[src/rtl/io_cond_pkg.sv]
// ----------------------------------------------------------------------------
// io_cond_pkg
// Shared constants and helpers for the board input conditioner.
//   KEY_RELEASED : idle level of an active-low key (synchroniser reset value)
//   SW_RESET     : level a switch channel assumes while in reset
//   clog2_f      : ceiling log2, used to size counters and pointers
// ----------------------------------------------------------------------------
package io_cond_pkg;

    localparam logic KEY_RELEASED = 1'b1;
    localparam logic SW_RESET     = 1'b0;

    // Ceiling log2; clog2_f(1) is 0, so callers size "count up to N" fields
    // with clog2_f(N + 1).
    function automatic int clog2_f(input int value);
        int r;
        int v;
        r = 0;
        v = value - 1;
        while (v > 0) begin
            r++;
            v = v >> 1;
        end
        return r;
    endfunction

endpackage

[src/rtl/io_input_conditioner_debounce_channel.sv]
// ----------------------------------------------------------------------------
// debounce_channel
// One input bit: 2-flop synchroniser, debounce counter, accepted level and a
// one-cycle change pulse registered together with the level.
//
// Parameters
//   DEBOUNCE_CYCLES : consecutive differing samples needed to accept a level
//   RESET_LEVEL     : level held by the synchroniser and output in reset
// Ports
//   clk     in   rising-edge clock
//   rst_n   in   asynchronous active-low reset
//   din     in   raw asynchronous input
//   level   out  debounced level
//   changed out  one-cycle pulse in the cycle level takes a new value
// ----------------------------------------------------------------------------
module debounce_channel
    import io_cond_pkg::*;
#(
    parameter int   DEBOUNCE_CYCLES = 4,
    parameter logic RESET_LEVEL     = 1'b0
) (
    input  logic clk,
    input  logic rst_n,
    input  logic din,
    output logic level,
    output logic changed
);

    localparam int            CW       = clog2_f(DEBOUNCE_CYCLES + 1);
    localparam logic [CW-1:0] CNT_LAST = CW'(DEBOUNCE_CYCLES - 1);

    logic          sync_p0;
    logic          sync_p1;
    logic [CW-1:0] cnt;

    // Stage p0/p1: metastability synchroniser
    always_ff @(posedge clk or negedge rst_n) begin
        if (!rst_n) begin
            sync_p0 <= RESET_LEVEL;
            sync_p1 <= RESET_LEVEL;
        end else begin
            sync_p0 <= din;
            sync_p1 <= sync_p0;
        end
    end

    // Stage p2: debounce counter and accepted level
    always_ff @(posedge clk or negedge rst_n) begin
        if (!rst_n) begin
            level   <= RESET_LEVEL;
            cnt     <= '0;
            changed <= 1'b0;
        end else begin
            changed <= 1'b0;
            if (sync_p1 == level) begin
                cnt <= '0;
            end else if (cnt == CNT_LAST) begin
                level   <= sync_p1;
                cnt     <= '0;
                changed <= 1'b1;
            end else begin
                cnt <= cnt + 1'b1;
            end
        end
    end

endmodule

[src/rtl/io_input_conditioner.sv]
// ----------------------------------------------------------------------------
// io_input_conditioner
// Board input front end: debounces NUM_KEYS active-low keys and NUM_SW
// switches, produces press/change pulses and queues key-press bitmaps in a
// small show-ahead FIFO.
//
// Optional build macro IO_COND_AUTOREPEAT_EN: adds REPEAT_DELAY and
// REPEAT_PERIOD; a key held down re-issues key_press (and a FIFO push)
// REPEAT_DELAY cycles after the press, then every REPEAT_PERIOD cycles.
//
// Ports
//   clock_50M       in   system clock
//   resetn          in   asynchronous active-low reset
//   key_n           in   raw keys, 0 = pressed
//   sw              in   raw switches
//   key_down        out  debounced key level, 1 = held
//   key_press       out  one-cycle pulse per debounced press
//   sw_level        out  debounced switch level
//   sw_changed      out  one-cycle pulse per debounced toggle
//   ev_valid        out  event FIFO not empty
//   ev_data         out  head event (bitmap of keys pressed together), 0 if empty
//   ev_ready        in   pop request, honoured when ev_valid
//   ev_count        out  FIFO occupancy
//   ev_overflow     out  sticky flag: an event was dropped on a full FIFO
//   ev_overflow_clr in   clears ev_overflow (a simultaneous drop wins)
// ----------------------------------------------------------------------------
module io_input_conditioner
    import io_cond_pkg::*;
#(
    parameter int NUM_KEYS        = 3,
    parameter int NUM_SW          = 10,
    parameter int DEBOUNCE_CYCLES = 4,
    parameter int FIFO_DEPTH      = 4,
    parameter int CNT_W           = clog2_f(FIFO_DEPTH + 1)
`ifdef IO_COND_AUTOREPEAT_EN
    ,
    parameter int REPEAT_DELAY    = 16,
    parameter int REPEAT_PERIOD   = 8
`endif
) (
    input  logic                clock_50M,
    input  logic                resetn,
    input  logic [NUM_KEYS-1:0] key_n,
    input  logic [NUM_SW-1:0]   sw,
    output logic [NUM_KEYS-1:0] key_down,
    output logic [NUM_KEYS-1:0] key_press,
    output logic [NUM_SW-1:0]   sw_level,
    output logic [NUM_SW-1:0]   sw_changed,
    output logic                ev_valid,
    output logic [NUM_KEYS-1:0] ev_data,
    input  logic                ev_ready,
    output logic [CNT_W-1:0]    ev_count,
    output logic                ev_overflow,
    input  logic                ev_overflow_clr
);

    localparam int NCH = NUM_KEYS + NUM_SW;
    localparam int AW  = clog2_f(FIFO_DEPTH);

    logic [NCH-1:0]      raw_in;
    logic [NCH-1:0]      ch_level;
    logic [NCH-1:0]      ch_changed;
    logic [NUM_KEYS-1:0] key_level;
    logic [NUM_KEYS-1:0] key_chg;
    logic [NUM_KEYS-1:0] key_press_base;

    // Keys occupy the low channels, switches the high ones.
    assign raw_in = {sw, key_n};

    for (genvar i = 0; i < NCH; i++) begin : g_ch
        debounce_channel #(
            .DEBOUNCE_CYCLES (DEBOUNCE_CYCLES),
            .RESET_LEVEL     ((i < NUM_KEYS) ? KEY_RELEASED : SW_RESET)
        ) u_db (
            .clk     (clock_50M),
            .rst_n   (resetn),
            .din     (raw_in[i]),
            .level   (ch_level[i]),
            .changed (ch_changed[i])
        );
    end

    assign key_level  = ch_level[NUM_KEYS-1:0];
    assign key_chg    = ch_changed[NUM_KEYS-1:0];
    assign sw_level   = ch_level[NCH-1:NUM_KEYS];
    assign sw_changed = ch_changed[NCH-1:NUM_KEYS];

    // Level and pulse update on the same edge, so a change that leaves the
    // key down is a press; a change that leaves it up is a release.
    assign key_down       = ~key_level;
    assign key_press_base = key_chg & key_down;

`ifdef IO_COND_AUTOREPEAT_EN
    localparam int RMAX = (REPEAT_DELAY > REPEAT_PERIOD) ? REPEAT_DELAY : REPEAT_PERIOD;
    localparam int RW   = clog2_f(RMAX + 1);
    localparam logic [RW-1:0] DELAY_LOAD  = RW'(REPEAT_DELAY - 1);
    localparam logic [RW-1:0] PERIOD_LOAD = RW'(REPEAT_PERIOD - 1);

    logic [RW-1:0]       rep_cnt [NUM_KEYS];
    logic [NUM_KEYS-1:0] rep_fire;

    // Counter holds cycles remaining until the next repeat; it sits at the
    // delay reload while the key is up and is reloaded on the press itself.
    always_comb begin
        rep_fire = '0;
        for (int k = 0; k < NUM_KEYS; k++) begin
            rep_fire[k] = key_down[k] && !key_press_base[k] && (rep_cnt[k] == '0);
        end
    end

    always_ff @(posedge clock_50M or negedge resetn) begin
        if (!resetn) begin
            for (int k = 0; k < NUM_KEYS; k++) begin
                rep_cnt[k] <= DELAY_LOAD;
            end
        end else begin
            for (int k = 0; k < NUM_KEYS; k++) begin
                if (!key_down[k] || key_press_base[k]) begin
                    rep_cnt[k] <= DELAY_LOAD;
                end else if (rep_cnt[k] == '0) begin
                    rep_cnt[k] <= PERIOD_LOAD;
                end else begin
                    rep_cnt[k] <= rep_cnt[k] - 1'b1;
                end
            end
        end
    end

    assign key_press = key_press_base | rep_fire;
`else
    assign key_press = key_press_base;
`endif

    // Event FIFO: power-of-two depth, so pointers wrap by natural overflow.
    logic [NUM_KEYS-1:0] fifo_mem [FIFO_DEPTH];
    logic [AW-1:0]       wr_ptr;
    logic [AW-1:0]       rd_ptr;
    logic                push;
    logic                pop;
    logic                full;
    logic                do_push;
    logic                drop;

    assign push     = |key_press;
    assign ev_valid = (ev_count != '0);
    assign pop      = ev_valid && ev_ready;
    assign full     = (ev_count == CNT_W'(FIFO_DEPTH));
    // A pop in the same cycle frees the slot the push needs.
    assign do_push  = push && (!full || pop);
    assign drop     = push && full && !pop;
    assign ev_data  = ev_valid ? fifo_mem[rd_ptr] : '0;

    always_ff @(posedge clock_50M) begin
        if (do_push) begin
            fifo_mem[wr_ptr] <= key_press;
        end
    end

    always_ff @(posedge clock_50M or negedge resetn) begin
        if (!resetn) begin
            wr_ptr      <= '0;
            rd_ptr      <= '0;
            ev_count    <= '0;
            ev_overflow <= 1'b0;
        end else begin
            if (do_push) begin
                wr_ptr <= wr_ptr + 1'b1;
            end
            if (pop) begin
                rd_ptr <= rd_ptr + 1'b1;
            end
            case ({do_push, pop})
                2'b10:   ev_count <= ev_count + 1'b1;
                2'b01:   ev_count <= ev_count - 1'b1;
                default: ev_count <= ev_count;
            endcase
            if (drop) begin
                ev_overflow <= 1'b1;
            end else if (ev_overflow_clr) begin
                ev_overflow <= 1'b0;
            end
        end
    end

endmodule

[config.mk]
export PLATFORM = sky130hd
export DESIGN_NAME = io_input_conditioner
export DESIGN_NICKNAME = d
export VERILOG_FILES = /design/src/rtl/io_cond_pkg.sv /design/src/rtl/io_input_conditioner_debounce_channel.sv /design/src/rtl/io_input_conditioner.sv
export SDC_FILE = /design/constraint.sdc
export NUM_CORES = 1
export LEC_CHECK = 0
export ABC_AREA = 1
export CAP_MARGIN = 10
export CORE_MARGIN = 2
export CORE_UTILIZATION = 25
export CTS_BUF_LIST = sky130_fd_sc_hd__clkbuf_8
export DETAILED_ROUTE_END_ITERATION = 8
export PLACE_DENSITY = 0.44
export SYNTH_ARGS = -nofsm -noshare
export SYNTH_HDL_FRONTEND = slang
export SYNTH_HIERARCHICAL = 1
export SYNTH_SLANG_ARGS = --single-unit
[constraint.sdc]
create_clock -name clock_50M -period 3.1 [get_ports clock_50M]
set_clock_uncertainty 0.05 [all_clocks]
set_input_delay 0.62 -clock clock_50M [delete_from_list [all_inputs] [get_ports clock_50M]]
set_output_delay 0.62 -clock clock_50M [all_outputs]
set_load 0.005 [all_outputs]
==> impl_results.rst <==
.. list-table::
   :header-rows: 1

   * - Metric
     - Value
   * - Combined area of the multi-input logic cells
     - 1330 sq um
   * - Fraction of power consumed by sequential logic
     - 0.486
   * - Power per Cell Area
     - 766 nW/um^2
   * - Final Max Slew Viols
     - 0
   * - Total clock buffers created by CTS
     - 9
   * - Share of total power consumed by net switching
     - 0.339
   * - Commonest non-fill, non-tap cell in the layout
     - dfrtp_1
   * - Setup repair after global routing missed its margin
     - false
   * - Die Span X
     - around 140 microns
   * - Unique cell type count in the Yosys netlist
     - 23
   * - Combinational power share
     - 0.336
   * - Worst min path class
     - input pin to async pin
   * - Combinational family with the most area after synthesis
     - simple AND/OR/NAND/NOR gates
   * - Overall global routing resource usage
     - 0.0830
   * - Number of antenna violations at the first check in global routing
     - 0
   * - Critical path cell sequence
     - nor2_1 -> nor2_1 -> o21ai_0 -> a21oi_1 -> clkdlybuf4s50_1
   * - Post-CTS Setup Inserts
     - 0
   * - Outcome
     - completed
   * - Dominant cell type by count on the critical path
     - nor2_1
   * - Average wire length per cell after detail routing
     - between 9 and 10 microns
   * - Synth Area per Inst
     - 9.74 sq um
   * - Post-route DRC
     - 0
   * - Antenna diode count
     - 0
   * - R2r setup slk
     - 1070 ps
   * - Largest buffer count on any clock path
     - 2
   * - Arrival time of the worst setup path
     - 1770 ps
   * - Number of cells traversed by the worst register-to-register path
     - 11
   * - Required time worst endpoint
     - 2430 ps
   * - 1st-iter DRT viols
     - 104
   * - Hold Slack
     - 201 ps
   * - Final setup violation count
     - 0
   * - Vertical extent of the die
     - 140 microns
   * - Number of H-tree branching levels
     - 3
   * - Setup tns final
     - 0 ps
   * - Post-synthesis sequential area ratio
     - 0.612
   * - Clock edge transition at the registers on the reported setup and hold paths
     - 100 ps
   * - Crit-path max FO
     - 8
   * - Net switching power
     - 1.42 mW
   * - Logic depth of the worst path, buffers included
     - 5
   * - Final GP Congestion
     - 0.725
   * - Congestion Overflow GR
     - 0
   * - Latest clock arrival within the worst-skew pair
     - ~370 ps
   * - Power share of the clock group
     - 0.178
   * - Core Region
     - between 15,000 and 20,000 sq um
   * - Slew Limit Headroom
     - 0.583
   * - Commonest non-fill, non-tap cells in the layout
     - dfrtp_1 (90), nand2_1 (86), inv_1 (83), nor2_1 (73), clkdlybuf4s50_1 (49)
   * - First-pass DRT Iterations
     - 4
   * - Max-cap viol count
     - 0
   * - Number of sinks driven by the clock tree
     - 111
   * - Number of hold-repair buffers added at the cts stage
     - 0
   * - Clock tree from TritonCTS
     - yes
   * - Starting density of the core
     - 0.257
   * - Via count of the first global-routing pass
     - 3,002
   * - Area share of fa/ha/maj cells after synthesis
     - 0.0500
   * - Total Power
     - 4.18 mW
   * - Drt total wl
     - ~7400 microns
   * - Type of destination of the critical path
     - primary output
   * - First-pass GRT wire length
     - 13,300 microns
   * - Path type of the worst setup path
     - flip-flop to primary output
   * - Number of nets produced by synthesis
     - ~510
   * - Seq. cell area
     - 2850 sq um
   * - Mapped cell area
     - 4650 sq um
   * - Category of the worst setup path launch point
     - flip-flop
   * - Post-cts repair resize count
     - 0
   * - Placement row count
     - between 40 and 50
   * - Kind of cell with the highest combined delay on the critical path
     - buffers and inverters
   * - Ratio of cells with drive above 1 in the final layout
     - 0.147
   * - Mux contribution to synthesized area
     - 0
   * - Launch point of the worst reg-to-reg path
     - g_ch[2].u_db/level
   * - Half-perimeter wire length after detailed placement
     - approximately 5300 microns
   * - Final period util
     - 0.788
   * - Slew at the pin closest to its max-slew limit
     - 625 ps
   * - Number of buffers and inverters on the critical path
     - 1
   * - Cells after DPL
     - 737
   * - Final min period
     - ~2400 ps
   * - Number of ports placed on the die boundary
     - 51
   * - Synthesized flop and latch total
     - ~110
   * - Delay contributed by the slowest stage of the critical path
     - 510 ps
   * - Instance count of the mapped netlist
     - 478
   * - Yosys warning count
     - 6
   * - Die footprint
     - ~20,000 sq um
   * - Total via count after detailed routing
     - 2,879
   * - Port Buffer Count
     - 50
   * - Pin count of the biggest net entering global routing
     - 54
   * - Drt via density
     - 3.82
   * - Highest clock frequency the design can meet
     - between 400 and 500 MHz
   * - Leak Pwr
     - 2.64 nW
   * - Synth-to-layout area growth
     - 17.3%
   * - Final ANT Viol Nets
     - 0
   * - Internal cell power
     - 2.76 mW
   * - Root Buffer
     - clkbuf_8
   * - Area fraction in compound gates after synthesis
     - 0.0151
   * - Number of inserted filler cells in the final layout
     - 1,851
   * - Area share of and/or/nand/nor cells after synthesis
     - 0.214
   * - Final hold viol count
     - 0
   * - Slowest CP cell
     - clkdlybuf4s50_1
   * - # nets final
     - 554
   * - Fraction of synthesized cell area in xor and xnor cells
     - 0.00565
   * - Worst flop-to-flop path endpoint
     - ev_count[2]
   * - Worst vdd rail ir drop
     - ~0.26 mV
   * - Number of non-filler instances in the completed layout
     - about 750
-- logic make-up (layout without fill, tap and decap cells) --
| group | after synthesis | in the layout |
|---|---|---|
| flip-flops | 111 | 111 |
| adder cells (fa/ha/maj) | 18 | 18 |
| buffers and inverters | 108 | 154 |
| AND/OR/NAND/NOR | 225 | 225 |
| AO/OA/AOI/OAI | 13 | 13 |
| XOR/XNOR | 3 | 3 |
-- area by class of cell --
type                    count  area share
clock buffers               9      0.0227
clock inverters             7     0.00573
inverters                  87      0.0598
multi-input cells         259       0.243
flip-flops and latches    111       0.522
well taps                 229      0.0525
repair buffers             51      0.0949
-- per-stage QoR --
step / worst slack, ps / area (sq um) / utilization
after global routing: 491 / 5460 / 0.302
after CTS: 611 / 5460 / 0.302
after floorplan: 1320 / 4650 / -
final: 658 / 5460 / 0.302
after detailed placement: 741 / 5310 / 0.293
after global placement: 785 / 5310 / 0.293
-- power by group through the flow --
stage | clock network, mW | logic [mW] | registers (mW)
floorplan | 0 | 1.02 | 2.00
global placement | 0 | 1.39 | 2.06
detailed placement | 0 | 1.44 | 2.07
CTS | 0.813 | 1.44 | 2.04
global route | 0.853 | 1.64 | 2.08
finish | 0.744 | 1.41 | 2.04
-- synthesized netlist by cell type --
library cell  number  area [sq um]
a21oi_1            5          25.0
nand2_2           44           275
nand3_2            1          10.0
xor2_1             3          26.3
nand2_1           86           323
o22ai_1            1          6.26
inv_2              5          18.8
inv_1             82           308
nor2_2             1          6.26
fa_1               1          20.0
dfstp_2            9           236
a21oi_2            1          8.76
dfrtp_1           90          2250
o21ai_0            2          10.0
ha_1              17           213
nand3_1           18          90.1
buf_4             20           150
nor2_1            73           274
o21ai_1            4          20.0
nor2_4             1          11.3
nand4_1            1          6.26
edfxtp_1          12           360
clkbuf_1           1          3.75
-- flip-flops by register name, indices dropped and copies added, names as in the netlist --
signal,flops
g_ch.u_db/sync_p1,13
g_ch.u_db/sync_p0,13
g_ch.u_db/cnt,39
rd_ptr,2
ev_overflow,1
fifo_mem,12
ev_count,3
wr_ptr,2
g_ch.u_db/level,13
g_ch.u_db/changed,13
-- worst register-to-register path: cells and delay by family, from the launching register on --
family / cells / cell delay (ps)
AND/OR/NAND/NOR: 6 / 630
flip-flops: 1 / 570
adder cells (fa/ha/maj): 1 / 410
buffers and inverters: 4 / 310
-- how the worst max path moves through the flow --
stage,from,endpoint,slack [ps]
after detailed placement,ev_ready,ev_count[2],740
after CTS,rd_ptr[0],ev_data[0],610
after global routing,rd_ptr[0],ev_data[1],490
final,rd_ptr[0],ev_data[0],660
after global placement,ev_ready,ev_count[2],790
after floorplan,g_ch[2].u_db/level,ev_count[2],1320
-- metal layers --
layer	vias up	global-route usage	share of wire
met4	0	0.0463	0.024
met3	9	0.0198	0.038
met1	1347	0.0963	0.45
li1	1488	-	-
met5	-	0	0
met2	35	0.141	0.49
No activity file was read; power rests on OpenSTA's default activity.
